### src/rtl/up_down_count_ctrl_if.sv
`default_nettype none
//------------------------------------------------------------------------------
// Module : up_down_count_ctrl_if
// Brief  : Command/status bundle between system control and the count sequencer.
// Rev    : 1.0
//------------------------------------------------------------------------------
interface up_down_count_ctrl_if #(
    parameter int WIDTH = 3
);
    logic             start;
    logic [1:0]       mode;
    logic [WIDTH-1:0] lo;
    logic [WIDTH-1:0] hi;
    logic             pause;
    logic             stop;
    logic [WIDTH-1:0] q;
    logic             ud;
    logic             busy;
    logic             tc;
    logic             done;
    logic             err;

    modport master (
        output start, mode, lo, hi, pause, stop,
        input  q, ud, busy, tc, done, err
    );

    modport slave (
        input  start, mode, lo, hi, pause, stop,
        output q, ud, busy, tc, done, err
    );
endinterface
`default_nettype wire

### src/rtl/up_down_count_ctrl.sv
`default_nettype none
//------------------------------------------------------------------------------
// Module : up_down_count_ctrl
// Brief  : Sequencer stepping a registered up/down count over [lo,hi] per mode.
// Rev    : 1.0
//------------------------------------------------------------------------------
module up_down_count_ctrl #(
    parameter int WIDTH = 3
) (
    input  wire logic           clk,
    input  wire logic           clear,
    up_down_count_ctrl_if.slave bus
);
    localparam logic [1:0] c_MODE_UP_ONCE   = 2'b00;
    localparam logic [1:0] c_MODE_DOWN_ONCE = 2'b01;
    localparam logic [1:0] c_MODE_BOUNCE    = 2'b10;
    localparam logic [1:0] c_MODE_WRAP_UP   = 2'b11;

    typedef enum logic [0:0] {
        S_IDLE = 1'b0,
        S_RUN  = 1'b1
    } state_t;

    state_t           r_state;
    state_t           w_state_nxt;
    logic [WIDTH-1:0] r_q;
    logic [WIDTH-1:0] w_q_nxt;
    logic [WIDTH-1:0] r_lo;
    logic [WIDTH-1:0] w_lo_nxt;
    logic [WIDTH-1:0] r_hi;
    logic [WIDTH-1:0] w_hi_nxt;
    logic [1:0]       r_mode;
    logic [1:0]       w_mode_nxt;
    logic             r_ud;
    logic             w_ud_nxt;
    logic             r_tc;
    logic             w_tc_nxt;
    logic             r_done;
    logic             w_done_nxt;
    logic             r_err;
    logic             w_err_nxt;

    logic [WIDTH-1:0] w_end;
    logic             w_at_end;
    logic [WIDTH-1:0] w_q_inc;
    logic [WIDTH-1:0] w_q_dec;

    assign w_end    = r_ud ? r_hi : r_lo;
    assign w_at_end = (r_q == w_end);
    assign w_q_inc  = r_q + WIDTH'(1);
    assign w_q_dec  = r_q - WIDTH'(1);

    always_comb begin
        w_state_nxt = r_state;
        w_q_nxt     = r_q;
        w_ud_nxt    = r_ud;
        w_lo_nxt    = r_lo;
        w_hi_nxt    = r_hi;
        w_mode_nxt  = r_mode;
        w_tc_nxt    = r_tc;
        w_done_nxt  = 1'b0;
        w_err_nxt   = 1'b0;

        case (r_state)
            S_IDLE: begin
                w_tc_nxt = 1'b0;
                if (bus.start) begin
                    if (bus.lo <= bus.hi) begin
                        w_state_nxt = S_RUN;
                        w_lo_nxt    = bus.lo;
                        w_hi_nxt    = bus.hi;
                        w_mode_nxt  = bus.mode;
                        // Entry point is the start of the range in travel direction.
                        if (bus.mode == c_MODE_DOWN_ONCE) begin
                            w_q_nxt  = bus.hi;
                            w_ud_nxt = 1'b0;
                        end else begin
                            w_q_nxt  = bus.lo;
                            w_ud_nxt = 1'b1;
                        end
                        w_tc_nxt = (bus.lo == bus.hi);
                    end else begin
                        w_err_nxt = 1'b1;
                    end
                end
            end

            S_RUN: begin
                if (bus.stop) begin
                    w_state_nxt = S_IDLE;
                    w_tc_nxt    = 1'b0;
                end else if (!bus.pause) begin
                    case (r_mode)
                        c_MODE_UP_ONCE, c_MODE_DOWN_ONCE: begin
                            if (w_at_end) begin
                                w_state_nxt = S_IDLE;
                                w_done_nxt  = 1'b1;
                            end else begin
                                w_q_nxt = r_ud ? w_q_inc : w_q_dec;
                            end
                        end
                        c_MODE_BOUNCE: begin
                            if (!w_at_end) begin
                                w_q_nxt = r_ud ? w_q_inc : w_q_dec;
                            end else if (r_lo != r_hi) begin
                                // Turn around and leave the endpoint on the same edge.
                                w_ud_nxt = ~r_ud;
                                w_q_nxt  = r_ud ? w_q_dec : w_q_inc;
                            end
                        end
                        c_MODE_WRAP_UP: begin
                            w_q_nxt = (r_q == r_hi) ? r_lo : w_q_inc;
                        end
                        default: begin
                            w_q_nxt = r_q;
                        end
                    endcase

                    // tc is registered, so it reflects the position being entered.
                    if (w_state_nxt == S_RUN) begin
                        w_tc_nxt = (w_q_nxt == (w_ud_nxt ? r_hi : r_lo));
                    end else begin
                        w_tc_nxt = 1'b0;
                    end
                end
            end

            default: begin
                w_state_nxt = S_IDLE;
                w_tc_nxt    = 1'b0;
            end
        endcase
    end

    always_ff @(posedge clk) begin
        if (!clear) begin
            r_state <= S_IDLE;
            r_q     <= '0;
            r_ud    <= 1'b1;
            r_lo    <= '0;
            r_hi    <= '0;
            r_mode  <= 2'b00;
            r_tc    <= 1'b0;
            r_done  <= 1'b0;
            r_err   <= 1'b0;
        end else begin
            r_state <= w_state_nxt;
            r_q     <= w_q_nxt;
            r_ud    <= w_ud_nxt;
            r_lo    <= w_lo_nxt;
            r_hi    <= w_hi_nxt;
            r_mode  <= w_mode_nxt;
            r_tc    <= w_tc_nxt;
            r_done  <= w_done_nxt;
            r_err   <= w_err_nxt;
        end
    end

    assign bus.q    = r_q;
    assign bus.ud   = r_ud;
    assign bus.busy = (r_state == S_RUN);
    assign bus.tc   = r_tc;
    assign bus.done = r_done;
    assign bus.err  = r_err;
endmodule
`default_nettype wire

### src/flat_wrapper.sv
// flat-port wrapper written by rule: the top's interface ports become plain ports
module up_down_count_ctrl_flat 
#(
    parameter int WIDTH = 3
)
  (clk, clear, bus_start, bus_mode, bus_lo, bus_hi, bus_pause, bus_stop, bus_q, bus_ud, bus_busy, bus_tc, bus_done, bus_err);
  up_down_count_ctrl_if #(.WIDTH(WIDTH)) bus_i ();
  input  wire logic clk;
  input  wire logic clear;
  input wire logic [$bits(bus_i.start)-1:0] bus_start;
  input wire logic [$bits(bus_i.mode)-1:0] bus_mode;
  input wire logic [$bits(bus_i.lo)-1:0] bus_lo;
  input wire logic [$bits(bus_i.hi)-1:0] bus_hi;
  input wire logic [$bits(bus_i.pause)-1:0] bus_pause;
  input wire logic [$bits(bus_i.stop)-1:0] bus_stop;
  output wire logic [$bits(bus_i.q)-1:0] bus_q;
  output wire logic [$bits(bus_i.ud)-1:0] bus_ud;
  output wire logic [$bits(bus_i.busy)-1:0] bus_busy;
  output wire logic [$bits(bus_i.tc)-1:0] bus_tc;
  output wire logic [$bits(bus_i.done)-1:0] bus_done;
  output wire logic [$bits(bus_i.err)-1:0] bus_err;
  assign bus_i.start = bus_start;
  assign bus_i.mode = bus_mode;
  assign bus_i.lo = bus_lo;
  assign bus_i.hi = bus_hi;
  assign bus_i.pause = bus_pause;
  assign bus_i.stop = bus_stop;
  assign bus_q = bus_i.q;
  assign bus_ud = bus_i.ud;
  assign bus_busy = bus_i.busy;
  assign bus_tc = bus_i.tc;
  assign bus_done = bus_i.done;
  assign bus_err = bus_i.err;
  up_down_count_ctrl #(.WIDTH(WIDTH)) u_core (.clk(clk), .clear(clear), .bus(bus_i));
endmodule
### config.mk
export PLATFORM = sky130hd
export DESIGN_NAME = up_down_count_ctrl_flat
export DESIGN_NICKNAME = d
export VERILOG_FILES = /design/src/rtl/up_down_count_ctrl_if.sv /design/src/rtl/up_down_count_ctrl.sv /design/src/flat_wrapper.sv
export SDC_FILE = /design/constraint.sdc
export NUM_CORES = 1
export LEC_CHECK = 0
export ABC_AREA = 0
export CORE_UTILIZATION = 45
export DETAILED_ROUTE_END_ITERATION = 16
export PLACE_DENSITY_LB_ADDON = 0.1
export SYNTH_ARGS = -nofsm -noshare
export SYNTH_HDL_FRONTEND = slang
export SYNTH_SLANG_ARGS = --single-unit
### constraint.sdc
create_clock -name clk -period 3.8 [get_ports clk]
set_clock_uncertainty 0.1 [all_clocks]
set_input_delay 0.38 -clock clk [delete_from_list [all_inputs] [get_ports clk]]
set_output_delay 0.38 -clock clk [all_outputs]
set_load 0.005 [all_outputs]
* After elaboration in Yosys (flattened, before gate mapping)
Cells that the tools add are included.
W data, S select, Z words.
** Word-level totals
- Flip-flop bits (word level) :: 16
- Bits in latches :: 0
- Bits in writable memories :: 0
- ROM bits :: 0
- Bits of input ports :: 13
- Output and inout port bits :: 8
- Logic and storage cells :: 85
- Memories :: 0
** Operators by class
- $add $sub $neg :: 2
- Multipliers :: 0
- Divide/modulo/power cells :: 0
- $lt $le $gt $ge :: 1
- Equal/unequal tests :: 14
- Shift-type cells :: 0
- Multiplexer cells :: 48
- Bitwise operators :: 5
- Reduce and logical (&&, ||, !) cells :: 6
** Operators with widths (number)
- $mux W3 :: 16
- $mux W1 :: 27
- $eq A3 B3 Y1 :: 4
- $pmux W3 S3 :: 1
- $ne A2 B2 Y1 const B :: 3
- $pmux W1 S2 :: 3
- $pmux W3 S2 :: 1
- $not A1 Y1 :: 5
- $reduce_or A5 Y1 :: 1
- $eq A2 B1 Y1 const B :: 2
- $eq A2 B2 Y1 const B :: 2
- $reduce_and A4 Y1 :: 1
- $add A3 B1 Y3 const B :: 1
- $le A3 B3 Y1 :: 1
- $ne A3 B3 Y1 :: 1
- $ne A3 B3 Y1 const B :: 1
- $reduce_and A3 Y1 :: 1
- $reduce_or A3 Y1 :: 1
- $sub A3 B1 Y3 const B :: 1
- $logic_not A2 Y1 :: 1
- $ne A2 B1 Y1 const B :: 1
- $reduce_or A2 Y1 :: 1

* Longest topological paths before layout
Gate-level depths: netlist of run 1.
- Depth after elaboration :: 13
- Gate-level depth with buffers :: 9
- Gate-level depth less buffers :: 9

* Worst setup path before layout of run 1
OpenSTA, ideal clock, no wires.
- Path kind :: register to register
- From :: register u_core.r_ud (netlist: u_core.bus.ud)
- To :: register u_core.r_tc (netlist: u_core.bus.tc)
- Library setup time :: 101 ps
- Arrival time :: 2105 ps
- Path slack :: 1494 ps
- Stages on the path, launching flop included :: 9
- Path buffers :: 1
- Period minus slack after synthesis :: 2306 ps
- Cells stage by stage :: dfxtp_1 -> buf_6 -> mux2i_1 -> xnor2_2 -> nand3_2 -> mux4_2 -> o221ai_2 -> xor2_1 -> o41ai_1
** Between the ends
- Longest elaborated chain between the ends :: 13
** Ends and longest elaborated chain
- start: declaration :: line up_down_count_ctrl.sv:34 : logic r_ud;
- start signal: assignment :: line up_down_count_ctrl.sv:149 : r_ud <= w_ud_nxt;
- $mux W3 or $not A1 Y1 (tied branches) :: line up_down_count_ctrl.sv:48, up_down_count_ctrl.sv:107
- $eq A3 B3 Y1 or $mux W1 (tied branches) :: line up_down_count_ctrl.sv:49, up_down_count_ctrl.sv:105
- $mux W1 :: line up_down_count_ctrl.sv:103 : if (!w_at_end) begin
- $mux W1 :: line up_down_count_ctrl.sv:93 : case (r_mode)
- $mux W1 :: line up_down_count_ctrl.sv:92 : end else if (!bus.pause) begin
- $mux W1 :: line up_down_count_ctrl.sv:89 : if (bus.stop) begin
- $mux W1 :: line up_down_count_ctrl.sv:64 : case (r_state)
- $mux W3 :: line up_down_count_ctrl.sv:121 : w_tc_nxt = (w_q_nxt == (w_ud_nxt ? r_hi : r_lo));
- $eq A3 B3 Y1 :: line up_down_count_ctrl.sv:121
- $mux W1 (*) :: line up_down_count_ctrl.sv:120 : if (w_state_nxt == S_RUN) begin
- $mux W1 (*) :: line up_down_count_ctrl.sv:92
- $mux W1 (*) :: line up_down_count_ctrl.sv:89
- $pmux W1 S2 (*) :: line up_down_count_ctrl.sv:64
- end signal: assignment :: line up_down_count_ctrl.sv:153 : r_tc <= w_tc_nxt;
- end: declaration :: line up_down_count_ctrl.sv:36 : logic r_tc;
Mark *: on every way between the ends. The rest lies on a longest branch, timed or not. The select of a mux whose other input is x is not followed.
A chain may end at the register's enable or synchronous reset.

* Worst setup path after layout of run 1
Same ends and word-level chain as after synthesis.

==> metrics.yaml, run 1 <==
outcome:
  status: "finished with violations"
  violations: "design-rule violations"
floorplan:
  core_area_mm2: 0.00285
  die_h_um: 57.8
  start_util: 0.491
  dieWidth_um: 57.8
  num_rows: 19
  io_pins: 21
  fp.dieArea_mm2: 0.00334
pwr:
  switchingPower_uw: 221
  switching_share: 0.394
  ir_drop_mv: 0.175
  power_density_mw_per_mm2: 349
  combPwrFrac: 0.458
  seq_power_share: 0.381
  pwr-share-clk: 0.161
  leakage_nw: 0.675
  p_int_uw: 340
clock_tree:
  cts_root_buffer: "clkbuf_4"
  cts_tree: "built"
  htreeDepth: 1
  hold_buffers: 0
  post_cts_buffers: 0
  path_clk_slew_ps: 90
  clk_latency_ps: 290
  clock-sinks: 16
  numCtsBuffers: 3
  post_cts_resized: 0
  clk_path_buf_depth: 2
detailed_routing:
  vias: 1323
  drt-total-wl_um: 3530
  wl_per_cell_um: 16.1
  drt-initial-drc-count: 65
  drt_pass1_iterations: 10
  vias_per_cell: 6.04
  drc: 1
  ant_nets: 0
logic_synthesis:
  synth-seq-cells: 16
  synth_area_mm2: 0.00140
  synth_ff_type: "dfxtp_1"
  async_flop_share: 0
  avgSynthCellArea_um2: 7.92
  netlist_instances: 177
  ys_seq_area_frac: 0.229
  yosysUniqueCellTypes: 43
  synth_edf_count: 0
  yosys_warnings: 0
  syn-num-nets: 195
cells_and_area:
  n_antenna_cell: 0
  area_growth_pct: 14.6
  layout-drive-gt1-share: 0.0585
  layout.nets: 208
timing:
  setup_ws_ps: 885
  hold_viol: 0
  drv_slew: 0
  rsz0062_at_grt: "no"
  tns_ps: 0
  setup_viol: 0
  finalCritPeriodShare: 0.767
  fmax_ghz: 0.343
  slew_headroom: 0.635
  min_period_ps: 2910
  tightest_slew_ps: 544
critical_path:
  path_max_fanout: 13
  crit_slowest_cell: "dfxtp_1"
  end_kind: "flip-flop"
  path_depth: 7
  cp_data_required_time_ps: 3880
  cp_common_cell: "xor2_1"
  crit_family: "multiplexers"
  cp_slowest_stage_delay_ps: 660
  cp.arrival_ps: 2990
  path_buf_inv: 0
  cp-start-kind: "flip-flop"
  critPathKind: "reg -> reg"
  rr_worst_depth: 7
  crit_path_cell_trace: "mux2i_1 -> xor2_1 -> nand3_2 -> mux4_2 -> o221ai_2 -> xor2_1 -> o41ai_1"
grt:
  grt_overflow: 0
  grt_pass1_vias: 1344
  grt_first_pass_wirelength_um: 6170
  grt_usage: 0.242
  antenna_found_initial: 0
  grt_start_max_net_pins: 17
min_path:
  min_path_cells: 4
  holdCritPathClass: "reg -> reg"
place:
  io_buffers: 20
  place_ws_ps: 922
  place.gp.congestion: 0.840
  dp_hpwl_um: 2720
job:
  max_cap_viol_count: 0
-- cells by family (layout without fill, tap and decap cells) --
family | count (synthesis) | after routing | synth area share
AO/OA/AOI/OAI | 48 | 48 | 0.252
XOR/XNOR | 21 | 21 | 0.137
adder cells (fa/ha/maj) | 5 | 5 | 0.0446
buffers and inverters | 21 | 32 | 0.0678
flip-flops | 16 | 16 | 0.229
multiplexers | 11 | 11 | 0.0875
AND/OR/NAND/NOR | 55 | 55 | 0.183
-- routing by layer --
metal	part of all wire	routed length, um	vias to the layer above	track usage
li1	-	-	651	-
met1	0.46	1610	624	0.309
met2	0.48	1710	39	0.415
met3	0.037	130	9	0.0223
met4	0.022	78	0	0.102
met5	0	0	-	0
-- placed cells by master (no fill, tap or decap), drive strengths merged, types with 2 or more instances in the layout --
cell type	count
a211o	2
a21boi	10
a21oi	3
a31oi	5
a32o	2
clkbuf	3
clkdlybuf4s50	20
dfxtp	16
ha	5
inv	8
mux2i	10
nand2	24
nand3	3
nand4	2
nor2	11
nor2b	2
nor3	8
o211ai	2
o21a	4
o21ai	10
o41ai	2
xnor2	7
xor2	14
-- area by class of cell --
cell class | count | area (um^2)
fillers | 285 | 1250
inverters | 8 | 30.0
well taps | 31 | 38.8
clock buffers | 3 | 22.5
repair buffers | 21 | 208
multi-input cells | 140 | 986
flip-flops and latches | 16 | 320
-- worst reg2reg max path: stages, from the launching register on --
cell      delay, ps
dfxtp_1         660
mux2i_1         270
xor2_1          400
nand3_2         260
mux4_2          500
o221ai_2        220
xor2_1          100
o41ai_1         280
-- final timing paths --
kind,start,slack (ps),to
max,u_core.bus.ud$_SDFFE_PN1P_,890,u_core.bus.tc$_SDFFE_PN0P_
min,u_core.bus.tc$_SDFFE_PN0P_,500,u_core.bus.tc$_SDFFE_PN0P_
max reg2reg,u_core.bus.ud$_SDFFE_PN1P_,890,u_core.bus.tc$_SDFFE_PN0P_
min reg2reg,u_core.bus.tc$_SDFFE_PN0P_,500,u_core.bus.tc$_SDFFE_PN0P_
-- registers in the layout (all words and copies together) (netlist names) --
| register | flops |
|---|---|
| u_core.r_mode | 2 |
| u_core.r_hi | 3 |
| u_core.bus.tc | 1 |
| u_core.bus.q | 3 |
| u_core.bus.busy | 1 |
| u_core.bus.done | 1 |
| u_core.bus.ud | 1 |
| u_core.bus.err | 1 |
| u_core.r_lo | 3 |
-- power by group through the flow --
stage	clock network (mW)	logic (mW)	registers (mW)
2_1_floorplan	0	0.207	0.194
3_3_place_gp	0	0.248	0.217
3_5_place_dp	0	0.255	0.218
4_1_cts	0.0924	0.256	0.214
5_1_grt	0.0979	0.280	0.218
6_report	0.0901	0.257	0.214
-- synth_stat cells (all sizes together), types with 2 or more instances --
library cell	count	share of area
o41ai	2	0.013
o21ai	10	0.036
nand3	3	0.014
o211ai	2	0.011
xnor2	7	0.049
ha	5	0.045
clkbuf	4	0.011
nand2	24	0.064
nor3	8	0.032
a21oi	3	0.011
a211o	2	0.013
nor2	11	0.029
inv	8	0.021
xor2	14	0.088
mux2i	10	0.071
a32o	2	0.014
buf	9	0.036
a31oi	5	0.022
o21a	4	0.021
a21boi	10	0.054
dfxtp	16	0.23
nand4	2	0.0089
nor2b	2	0.0089
-- per-stage QoR --
stage	hold WS, ps	instance area (um^2)	power, mW	std cells	util
3_3_place_gp	493	1580	0.465	216	0.555
3_5_place_dp	487	1580	0.473	216	0.555
5_1_grt	524	1610	0.596	219	0.563
2_1_floorplan	416	1400	0.401	177	-
6_report	503	1610	0.561	219	0.563
4_1_cts	508	1610	0.563	219	0.563
Power figures use the tool's default switching activity.
==> run 2, diff against run 1 <==
clock period = 2.92 ns   (was 3.8 ns; I/O delays follow)
==> run 2 against run 1 <==
  * The flow still finishes with violations (design-rule violations)
  * Combinational power is 33% higher
  * Cell count increased by 1.8%
  * Utilization increased by 1.3 points
  * Register-to-register slack got worse by 550 ps
  * Largest power group unchanged
==> metrics.yaml, run 2 (same netlist as run 1, synthesis figures left out) <==
critical_path:
  cp_common_cell: "xor2_1"
  crit_path_cell_trace: "mux2i_1 -> xor2_1 -> nand3_2 -> mux4_2 -> o221ai_2 -> xor2_1 -> o41ai_1"
  crit_slowest_cell: "dfxtp_2"
  cp-start-kind: "flip-flop"
  timing.rr.end: "u_core.bus.tc$_SDFFE_PN0P_"
  critPathKind: "reg -> reg"
  path_max_fanout: 13
  cp_data_required_time_ps: 3020
  rr_worst_depth: 7
  end_kind: "flip-flop"
  cp.arrival_ps: 2690
  reg2reg_setup_slack_ps: 330
  cp_slowest_stage_delay_ps: 510
  reg2reg_from: "u_core.bus.ud$_SDFFE_PN1P_"
floorplan:
  fp.dieArea_mm2: 0.00334
  dieWidth_um: 57.8
  num_rows: 19
  die_h_um: 57.8
  io_pins: 21
  core_area_mm2: 0.00285
  start_util: 0.491
timing:
  drv_slew: 0
  rsz0062_at_grt: "no"
  min_period_ps: 2590
  tightest_slew_ps: 536
  tns_ps: 0
  whs_ps: 470
  slew_headroom: 0.642
  fmax_ghz: 0.386
  finalCritPeriodShare: 0.887
  setup_viol: 0
  hold_viol: 0
place:
  io_buffers: 20
  place.gp.congestion: 0.922
  post_dp_cell_area_mm2: 0.00161
  dp_hpwl_um: 2840
detailed_routing:
  drt-total-wl_um: 3620
  ant_nets: 0
  wl_per_cell_um: 16.2
  drt_pass1_iterations: 10
  vias: 1312
  drc: 1
  vias_per_cell: 5.88
  drt-initial-drc-count: 94
cells_and_area:
  area_growth_pct: 17.2
  final_cell_mix: "24 x nand2_1, 20 x clkdlybuf4s50_1, 15 x dfxtp_1"
  layout-drive-gt1-share: 0.0833
  fill_cells: 280
  final_common_cell: "nand2_1"
  n_antenna_cell: 0
  layout.nets: 211
  final_area_mm2: 0.00164
clock_tree:
  post_cts_buffers: 0
  hold_buffers: 0
  cts_tree: "built"
  path_clk_slew_ps: 100
  clk_latency_ps: 290
  cts_root_buffer: "clkbuf_4"
  clk_path_buf_depth: 2
  numCtsBuffers: 3
  clock-sinks: 16
  htreeDepth: 1
grt:
  grt_pass1_vias: 1300
  antenna_found_initial: 0
  grt_usage: 0.242
  grt_start_max_net_pins: 17
  grt_first_pass_wirelength_um: 6110
  grt_overflow: 0
outcome:
  violations: "design-rule violations"
  status: "finished with violations"
pwr:
  total_power_uw: 767
  leakage_nw: 0.698
  power_density_mw_per_mm2: 467
  ir_drop_mv: 0.259
min_path:
  holdCritPathClass: "in -> reg"
  min-delay-start: "bus_mode[0]"
  min_path_cells: 3
  holdPathEnd: "u_core.r_mode[0]$_SDFFE_PN0P_"
job:
  max_cap_viol_count: 0
run 2: changes by cell type in the layout (fill, tap and decap cells not counted):
cell / delta
dfxtp_1: -1
buf_4: +3
dfxtp_2: +1
clkbuf_8: +1
run 2: what timing repair did:
action | CTS | global route
gates resized for setup | 0 | 1
endpoints found under the hold margin | 0 | 0
setup endpoints to repair | 0 | 1
run 2: where the power goes:
| group | switching (mW) | total, mW | internal [mW] |
|---|---|---|---|
| clock network | 0.0746 | 0.151 | 0.0760 |
| logic | 0.178 | 0.342 | 0.164 |
| registers | 0.0390 | 0.274 | 0.235 |
run 2: how the worst max path moves through the flow:
stage / start / to / slack (ps) / cells after the start
global placement: u_core.bus.ud$_SDFFE_PN1P_ / u_core.bus.tc$_SDFFE_PN0P_ / 330 / 7
finish: u_core.bus.ud$_SDFFE_PN1P_ / u_core.bus.tc$_SDFFE_PN0P_ / 330 / 7
floorplan: u_core.bus.ud$_SDFFE_PN1P_ / u_core.bus.tc$_SDFFE_PN0P_ / 610 / 8
CTS: u_core.bus.ud$_SDFFE_PN1P_ / u_core.bus.tc$_SDFFE_PN0P_ / 180 / 7
global route: u_core.bus.ud$_SDFFE_PN1P_ / u_core.bus.tc$_SDFFE_PN0P_ / 170 / 7
detailed placement: u_core.bus.ud$_SDFFE_PN1P_ / u_core.bus.tc$_SDFFE_PN0P_ / 190 / 7
run 2: area by class of cell:
class / count / area [um^2] / share of cell area
Inverter: 8 / 30.0 / 0.0183
Clock buffer: 4 / 36.3 / 0.0221
Timing Repair Buffer: 24 / 230 / 0.140
Multi-Input combinational cell: 140 / 986 / 0.600
Sequential cell: 16 / 322 / 0.196
Tap cell: 31 / 38.8 / 0.0236
run 2: worst max-delay path: cells and delay by family, from the launching register on:
kind             cells  cell delay, ps
XOR/XNOR             2             470
AND/OR/NAND/NOR      1             250
flip-flops           1             510
multiplexers         2             740
AO/OA/AOI/OAI        2             430
run 2: per-stage QoR:
step,std cells,worst slack [ps],utilization
2_1_floorplan,177,614,-
3_3_place_gp,219,326,0.563
3_5_place_dp,219,188,0.563
4_1_cts,223,184,0.575
5_1_grt,223,173,0.576
6_report,223,331,0.576
run 2: routing by layer:
metal,vias up,global-route usage,wire length (um)
met5,-,0,0
met4,0,0.0748,40
met3,6,0.0313,206
met2,44,0.420,1760
met1,605,0.313,1610
li1,657,-,-
==> run 3, diff against run 2 <==
CAP_MARGIN = 10   (was not set)
==> results of run 3 <==
Final layout, timing and power as in run 2 (identical DEF).
